$ cat config.mk
export PLATFORM = sky130hd
export DESIGN_NAME = err_stat_monitor_flat
export DESIGN_NICKNAME = d
export VERILOG_FILES = /design/src/rtl/err_stat_monitor_if.sv /design/src/rtl/err_stat_monitor.sv /design/src/flat_wrapper.sv
export SDC_FILE = /design/constraint.sdc
export NUM_CORES = 2
export LEC_CHECK = 0
export BUFFER_PORTS_ARGS = -buffer_cell sky130_fd_sc_hd__buf_2
export CORE_UTILIZATION = 64
export DETAILED_ROUTE_END_ITERATION = 10
export GPL_TIMING_DRIVEN = 0
export HOLD_SLACK_MARGIN = 0.06
export PLACE_DENSITY = 0.92
export SLEW_MARGIN = 20
export SYNTH_ARGS = -nofsm -noshare
export SYNTH_HDL_FRONTEND = slang
export SYNTH_SLANG_ARGS = --single-unit
$ cat constraint.sdc
create_clock -name clk -period 10.8 [get_ports clk]
set_clock_uncertainty 0.15 [all_clocks]
set_input_delay 0.54 -clock clk [delete_from_list [all_inputs] [get_ports clk]]
set_output_delay 0.54 -clock clk [all_outputs]
set_load 0.02 [all_outputs]
$ cat src/rtl/err_stat_monitor_if.sv
// Bus bundle for err_stat_monitor: run control, sample handshake and
// the statistic outputs. The monitor uses the slave side.
interface err_stat_monitor_if #(
  parameter int unsigned DATA_WIDTH = 32,
  parameter int unsigned CNT_WIDTH  = 16
);
  logic                                     start;
  logic [CNT_WIDTH-1:0]                     num_samples;
  logic                                     in_valid;
  logic                                     in_ready;
  logic signed [DATA_WIDTH-1:0]             appr;
  logic signed [DATA_WIDTH-1:0]             precise;
  logic                                     busy;
  logic                                     done;
  logic [CNT_WIDTH-1:0]                     sample_cnt;
  logic [CNT_WIDTH-1:0]                     same_cnt;
  logic signed [DATA_WIDTH+CNT_WIDTH:0]     err_sum;
  logic [DATA_WIDTH+CNT_WIDTH:0]            abs_err_sum;
  logic [2*(DATA_WIDTH+1)+CNT_WIDTH-1:0]    sq_err_sum;
  logic [DATA_WIDTH+CNT_WIDTH-1:0]          abs_result_sum;
  logic [DATA_WIDTH:0]                      max_abs_err;

  modport master (
    output start, num_samples, in_valid, appr, precise,
    input  in_ready, busy, done, sample_cnt, same_cnt, err_sum,
           abs_err_sum, sq_err_sum, abs_result_sum, max_abs_err
  );

  modport slave (
    input  start, num_samples, in_valid, appr, precise,
    output in_ready, busy, done, sample_cnt, same_cnt, err_sum,
           abs_err_sum, sq_err_sum, abs_result_sum, max_abs_err
  );
endinterface

$ cat src/rtl/err_stat_monitor.sv
// Error statistics monitor: accepts N (approximate, exact) result pairs,
// computes the error in a first pipeline stage and accumulates signed,
// absolute and squared error sums, |exact| sum and max |error| in a second.
module err_stat_monitor #(
  parameter int unsigned DATA_WIDTH = 32,
  parameter int unsigned CNT_WIDTH  = 16
) (
  input logic               clk,
  input logic               rst,
  err_stat_monitor_if.slave bus
);
  localparam int unsigned EW = DATA_WIDTH + 1;           // error width
  localparam int unsigned SW = EW + CNT_WIDTH;           // error sum width
  localparam int unsigned QW = 2 * EW + CNT_WIDTH;       // squared sum width
  localparam int unsigned RW = DATA_WIDTH + CNT_WIDTH;   // |precise| sum width
  localparam logic [CNT_WIDTH-1:0] CNT_ONE = CNT_WIDTH'(1);

  typedef enum logic [1:0] {IDLE, RUN, DONE} state_e;

  state_e                   state_q, state_d;
  logic [CNT_WIDTH-1:0]     n_q, n_d;
  logic [CNT_WIDTH-1:0]     acc_q, acc_d;

  logic                     s1_valid_q, s1_valid_d;
  logic signed [EW-1:0]     s1_err_q, s1_err_d;
  logic [EW-1:0]            s1_abs_err_q, s1_abs_err_d;
  logic [DATA_WIDTH-1:0]    s1_abs_prec_q, s1_abs_prec_d;

  logic [CNT_WIDTH-1:0]     sample_cnt_q, sample_cnt_d;
  logic [CNT_WIDTH-1:0]     same_cnt_q, same_cnt_d;
  logic signed [SW-1:0]     err_sum_q, err_sum_d;
  logic [SW-1:0]            abs_err_sum_q, abs_err_sum_d;
  logic [QW-1:0]            sq_err_sum_q, sq_err_sum_d;
  logic [RW-1:0]            abs_result_sum_q, abs_result_sum_d;
  logic [EW-1:0]            max_abs_err_q, max_abs_err_d;

  logic signed [EW-1:0]     err_w;
  logic [EW-1:0]            abs_err_w;
  logic [DATA_WIDTH-1:0]    abs_prec_w;
  logic [2*EW-1:0]          sq_w;
  logic                     in_ready_w;
  logic                     accept_w;

  // Stage-1 arithmetic on the incoming pair and the square of the staged error
  always_comb begin
    err_w      = {bus.appr[DATA_WIDTH-1], bus.appr} - {bus.precise[DATA_WIDTH-1], bus.precise};
    abs_err_w  = err_w[EW-1] ? -err_w : err_w;
    // negating the most negative value yields 100..0, which is the correct unsigned magnitude
    abs_prec_w = bus.precise[DATA_WIDTH-1] ? -bus.precise : bus.precise;
    sq_w       = {{EW{1'b0}}, s1_abs_err_q} * {{EW{1'b0}}, s1_abs_err_q};
  end

  // Next-state: run control, stage-1 capture and stage-2 accumulation
  always_comb begin
    state_d          = state_q;
    n_d              = n_q;
    acc_d            = acc_q;
    s1_valid_d       = 1'b0;
    s1_err_d         = s1_err_q;
    s1_abs_err_d     = s1_abs_err_q;
    s1_abs_prec_d    = s1_abs_prec_q;
    sample_cnt_d     = sample_cnt_q;
    same_cnt_d       = same_cnt_q;
    err_sum_d        = err_sum_q;
    abs_err_sum_d    = abs_err_sum_q;
    sq_err_sum_d     = sq_err_sum_q;
    abs_result_sum_d = abs_result_sum_q;
    max_abs_err_d    = max_abs_err_q;

    in_ready_w = (state_q == RUN) && (acc_q < n_q);
    accept_w   = bus.in_valid && in_ready_w;

    if (bus.start) begin
      // start wins over any accept or retire on the same edge
      n_d              = bus.num_samples;
      acc_d            = '0;
      sample_cnt_d     = '0;
      same_cnt_d       = '0;
      err_sum_d        = '0;
      abs_err_sum_d    = '0;
      sq_err_sum_d     = '0;
      abs_result_sum_d = '0;
      max_abs_err_d    = '0;
      state_d          = (bus.num_samples == '0) ? DONE : RUN;
    end else begin
      if (s1_valid_q) begin
        err_sum_d        = err_sum_q + {{CNT_WIDTH{s1_err_q[EW-1]}}, s1_err_q};
        abs_err_sum_d    = abs_err_sum_q + {{CNT_WIDTH{1'b0}}, s1_abs_err_q};
        sq_err_sum_d     = sq_err_sum_q + {{CNT_WIDTH{1'b0}}, sq_w};
        abs_result_sum_d = abs_result_sum_q + {{CNT_WIDTH{1'b0}}, s1_abs_prec_q};
        sample_cnt_d     = sample_cnt_q + CNT_ONE;
        if (s1_err_q == '0) begin
          same_cnt_d = same_cnt_q + CNT_ONE;
        end
        if (s1_abs_err_q > max_abs_err_q) begin
          max_abs_err_d = s1_abs_err_q;
        end
        if (sample_cnt_d == n_q) begin
          state_d = DONE;
        end
      end
      if (accept_w) begin
        s1_valid_d    = 1'b1;
        s1_err_d      = err_w;
        s1_abs_err_d  = abs_err_w;
        s1_abs_prec_d = abs_prec_w;
        acc_d         = acc_q + CNT_ONE;
      end
    end
  end

  // State and datapath registers with synchronous reset
  always_ff @(posedge clk) begin
    if (rst) begin
      state_q          <= IDLE;
      n_q              <= '0;
      acc_q            <= '0;
      s1_valid_q       <= 1'b0;
      s1_err_q         <= '0;
      s1_abs_err_q     <= '0;
      s1_abs_prec_q    <= '0;
      sample_cnt_q     <= '0;
      same_cnt_q       <= '0;
      err_sum_q        <= '0;
      abs_err_sum_q    <= '0;
      sq_err_sum_q     <= '0;
      abs_result_sum_q <= '0;
      max_abs_err_q    <= '0;
    end else begin
      state_q          <= state_d;
      n_q              <= n_d;
      acc_q            <= acc_d;
      s1_valid_q       <= s1_valid_d;
      s1_err_q         <= s1_err_d;
      s1_abs_err_q     <= s1_abs_err_d;
      s1_abs_prec_q    <= s1_abs_prec_d;
      sample_cnt_q     <= sample_cnt_d;
      same_cnt_q       <= same_cnt_d;
      err_sum_q        <= err_sum_d;
      abs_err_sum_q    <= abs_err_sum_d;
      sq_err_sum_q     <= sq_err_sum_d;
      abs_result_sum_q <= abs_result_sum_d;
      max_abs_err_q    <= max_abs_err_d;
    end
  end

  assign bus.in_ready       = in_ready_w;
  assign bus.busy           = (state_q == RUN);
  assign bus.done           = (state_q == DONE);
  assign bus.sample_cnt     = sample_cnt_q;
  assign bus.same_cnt       = same_cnt_q;
  assign bus.err_sum        = err_sum_q;
  assign bus.abs_err_sum    = abs_err_sum_q;
  assign bus.sq_err_sum     = sq_err_sum_q;
  assign bus.abs_result_sum = abs_result_sum_q;
  assign bus.max_abs_err    = max_abs_err_q;
endmodule

$ cat src/flat_wrapper.sv
// flat-port wrapper written by rule: the top's interface ports become plain ports
module err_stat_monitor_flat 
#(
  parameter int unsigned DATA_WIDTH = 32,
  parameter int unsigned CNT_WIDTH  = 16
)
  (clk, rst, bus_start, bus_num_samples, bus_in_valid, bus_appr, bus_precise, bus_in_ready, bus_busy, bus_done, bus_sample_cnt, bus_same_cnt, bus_err_sum, bus_abs_err_sum, bus_sq_err_sum, bus_abs_result_sum, bus_max_abs_err);
  err_stat_monitor_if #(.DATA_WIDTH(DATA_WIDTH), .CNT_WIDTH(CNT_WIDTH)) bus_i ();
  input logic clk;
  input logic rst;
  input wire logic [$bits(bus_i.start)-1:0] bus_start;
  input wire logic [$bits(bus_i.num_samples)-1:0] bus_num_samples;
  input wire logic [$bits(bus_i.in_valid)-1:0] bus_in_valid;
  input wire logic [$bits(bus_i.appr)-1:0] bus_appr;
  input wire logic [$bits(bus_i.precise)-1:0] bus_precise;
  output wire logic [$bits(bus_i.in_ready)-1:0] bus_in_ready;
  output wire logic [$bits(bus_i.busy)-1:0] bus_busy;
  output wire logic [$bits(bus_i.done)-1:0] bus_done;
  output wire logic [$bits(bus_i.sample_cnt)-1:0] bus_sample_cnt;
  output wire logic [$bits(bus_i.same_cnt)-1:0] bus_same_cnt;
  output wire logic [$bits(bus_i.err_sum)-1:0] bus_err_sum;
  output wire logic [$bits(bus_i.abs_err_sum)-1:0] bus_abs_err_sum;
  output wire logic [$bits(bus_i.sq_err_sum)-1:0] bus_sq_err_sum;
  output wire logic [$bits(bus_i.abs_result_sum)-1:0] bus_abs_result_sum;
  output wire logic [$bits(bus_i.max_abs_err)-1:0] bus_max_abs_err;
  assign bus_i.start = bus_start;
  assign bus_i.num_samples = bus_num_samples;
  assign bus_i.in_valid = bus_in_valid;
  assign bus_i.appr = bus_appr;
  assign bus_i.precise = bus_precise;
  assign bus_in_ready = bus_i.in_ready;
  assign bus_busy = bus_i.busy;
  assign bus_done = bus_i.done;
  assign bus_sample_cnt = bus_i.sample_cnt;
  assign bus_same_cnt = bus_i.same_cnt;
  assign bus_err_sum = bus_i.err_sum;
  assign bus_abs_err_sum = bus_i.abs_err_sum;
  assign bus_sq_err_sum = bus_i.sq_err_sum;
  assign bus_abs_result_sum = bus_i.abs_result_sum;
  assign bus_max_abs_err = bus_i.max_abs_err;
  err_stat_monitor #(.DATA_WIDTH(DATA_WIDTH), .CNT_WIDTH(CNT_WIDTH)) u_core (.clk(clk), .rst(rst), .bus(bus_i));
endmodule
==> summary.md <==
| Metric | Value |
|---|---|
| Crit start category | `flop` |
| Maximum vdd drop | `between 0.1 and 0.15 mV` |
| CP Class | `reg -> reg` |
| Final setup vio count | `0` |
| Vias per inst | `about 6.2` |
| Ys async rst share | `0%` |
| Number of flops mapped to enable cells by yosys | `0` |
| FMAX | `around 93 MHz` |
| Post-CTS setup buffer count | `0` |
| Hold Slack | `between 0.09 and 0.1 ns` |
| Drt total wl | `around 220000 µm` |
| Synth-to-layout area growth | `9.83%` |
| Placed Area | `about 62000 µm²` |
| Global placement routability congestion | `~1.1` |
| R2r setup slk | `~0.06 ns` |
| Leakage | `between 30 and 40 nW` |
| Vias in the first global route | `between 50000 and 60000` |
| Number of port buffers | `between 300 and 400` |
| Via count | `about 53000` |
| Setup TNS | `0 ns` |
| Commonest cells after routing, fill and taps aside | `inv_1, fa_1, nand2_1` |
| Average size of a mapped cell | `8.61 µm²` |
| Synth Instances | `~6800` |
| Hold Vio Cnt, Final | `0` |
| Power Density | `a little over 70 nW/µm²` |
| CP required | `~11 ns` |
| Post-route minimum period | `10.74 ns` |
| First-pass GRT wire length | `324000 µm` |
| Die area | `approximately 90000 µm²` |
| Final HPWL DP | `173000 µm` |
| Clk buf depth | `3` |
| Syn_nets | `8289` |
| Antenna-violating nets left | `0` |
| DIE WIDTH | `305 µm` |
| Post-synth cell types | `80` |
| Register area share after synthesis | `14.5%` |
| Slew Viols, Final | `0` |
| Top Ports | `380` |
| WP data arrival | `~11 ns` |
| Site Rows | `110` |
| Largest net degree at the start of global routing | `20` |
| Synthesized area | `58600 µm²` |
| Post-synth top flop | `dfxtp_1` |
| CTS tree | `yes` |
| Fin area | `between 60000 and 70000 µm²` |
| Worst setup EP type | `flop` |
| Slew margin rel. | `around 15%` |
| H-Tree Depth | `2` |
| Min setup slack post-route | `roughly 0.06 ns` |
| Yosys warnings | `0` |
| Worst slew pin tran | `~1.3 ns` |
| Clock Sinks | `around 430` |
| Synthesized flop and latch total | `approximately 430` |
| GRT overflow | `0` |
| Commonest non-fill, non-tap cell in the layout | `inv_1` |
| Nets | `just under 9000` |
| Chip height | `305 µm` |
| Initial Util | `between 60% and 70%` |
| Max-capacitance violation count | `0` |
| Num CTS Buffers | `53` |
| Initial antenna violation count | `20` |
| Hold/Removal Path Class | `in -> reg` |
| CTS Root Cell | `clkbuf_16` |
| Worst-path fanout max | `10` |
| Status | `completed` |
| DRT iter0 DRCs | `about 6000` |
| RSZ-0062 raised after global routing | `yes` |
| GRT Overall Usage | `46.8%` |
| Post-route DRC | `0` |
| Clk pin slew, worst setup/hold paths | `0.06 ns` |
| Per-cell routed wire length | `between 20 and 30 µm` |
| Pre-CTS WS | `-0.591 ns` |
| Core ar. | `about 90000 µm²` |
| Ratio of final minimum period to clock period | `roughly 100%` |
| Layout cells sized above 1 | `roughly 8.0%` |
| First-pass DRT Iterations | `9` |
| Worst skew pair latency | `0.69 ns` |
routing by layer:
layer	vias to the layer above	wire, µm	GRT usage, %
met5	-	231	0.982
met4	18	19500	34.4
met3	1070	28500	16.1
met2	3523	94400	71.9
met1	25678	74000	54.3
li1	22569	-	-
state kept, by name, summed over array words and instances, names as in the netlist:
signal                     count
u_core.bus.same_cnt           16
u_core.bus.abs_err_sum        49
u_core.s1_err_q               32
u_core.bus.sample_cnt         16
u_core.s1_abs_err_q           33
u_core.s1_abs_prec_q          32
u_core.bus.sq_err_sum         82
u_core.bus.err_sum            49
u_core.bus.max_abs_err        33
u_core.s1_valid_q              1
u_core.state_q                 2
u_core.n_q                    16
u_core.bus.abs_result_sum     48
u_core.acc_q                  16
stage by stage:
stage	power, mW	util [%]	instances
floorplan	2.19	-	6804
global placement	2.49	68.6	8357
detailed placement	2.51	68.7	8362
CTS	4.54	71.1	8478
global route	4.69	71.2	8482
finish	4.59	71.3	8495
area by class of cell:
type,instances,area (µm²)
Multi-Input combinational cell,4724,43900
Tap cell,1176,1470
Buffer,303,1220
Fill cell,6913,25900
Clock inverter,35,534
Sequential cell,425,8510
Clock buffer,63,1420
Timing Repair Buffer,400,2140
Inverter,1352,5080
Antenna cell,17,42.5
power by group:
group | leakage (nW) | switching, mW | internal (mW)
Clock | 0.944 | 0.846 | 1.21
Combinational | 28.5 | 0.620 | 0.287
Sequential | 3.43 | 0.0360 | 1.59
Total | 32.9 | 1.50 | 3.09
final timing paths:
path | startpoint | cells past startpoint | to
max | u_core.s1_abs_err_q[22] | 26 | u_core.bus.sq_err_sum[62]
max reg2reg | u_core.s1_abs_err_q[22] | 26 | u_core.bus.sq_err_sum[62]
min | bus_precise[5] | 3 | u_core.s1_abs_prec_q[5]
min reg2reg | u_core.bus.abs_err_sum[41] | 2 | u_core.bus.abs_err_sum[41]
cells in the mapped netlist, drive strengths merged (21+ instances only):
cell type	count	share of area, %
clkbuf	288	1.8
a21oi	308	2.6
nor4	29	0.31
inv	1347	8.6
nand2	603	3.9
a31oi	31	0.33
a21o	145	1.9
o21ai	226	1.9
xor2	119	1.8
dfxtp	425	15
and2	194	2.1
o21bai	29	0.37
xnor2	204	3.0
o31ai	45	0.58
nand2b	27	0.29
or3	38	0.41
fa	928	32
and3	49	0.52
nor2b	42	0.45
nand4	75	0.80
o211ai	21	0.27
nor3	45	0.40
nand3	120	1.0
mux2i	119	2.0
a211oi	87	1.1
ha	473	10
nor2	514	3.3
o21a	43	0.55
critical path, stage by stage, from the launching register on:
cell and delay [ns]:
dfxtp_1 0.41, clkbuf_1 0.59, clkbuf_1 0.88, and2_1 0.31, fa_1 0.46, fa_1 0.55, inv_1 0.06, fa_1 0.55
fa_1 0.53, inv_1 0.05, fa_1 0.57, fa_1 0.45, fa_1 0.53, fa_1 0.42, ha_1 0.28, clkbuf_1 0.28
a21o_1 0.16, a21o_1 0.11, a21oi_1 0.08, o21a_1 0.26, o31ai_1 1.03, nor2_1 0.45, o41ai_2 0.59, a21o_1 0.18
a21oi_1 0.13, or4_1 0.43, o311ai_0 0.11
kinds of logic (layout without fill, tap and decap cells):
| logic type | count (synthesis) | after routing | share of synthesized area (%) |
|---|---|---|---|
| flops | 425 | 425 | 14.5 |
| compound gates | 1068 | 1068 | 11.7 |
| simple gates | 1812 | 1812 | 14.5 |
| other cells | 0 | 17 | 0 |
| fa+ha+maj | 1401 | 1401 | 41.8 |
| mux | 120 | 120 | 2.05 |
| xor+xnor | 323 | 323 | 4.83 |
| buf+inv | 1655 | 2153 | 10.6 |
timing repair:
item	4_1_cts	5_1_grt
hold buffers	18	0
gates cloned	0	0
endpoints found under the setup margin	17	14
hold endpoints to repair	18	0
gates resized for setup	15	90
Power figures use the tool's default switching activity.
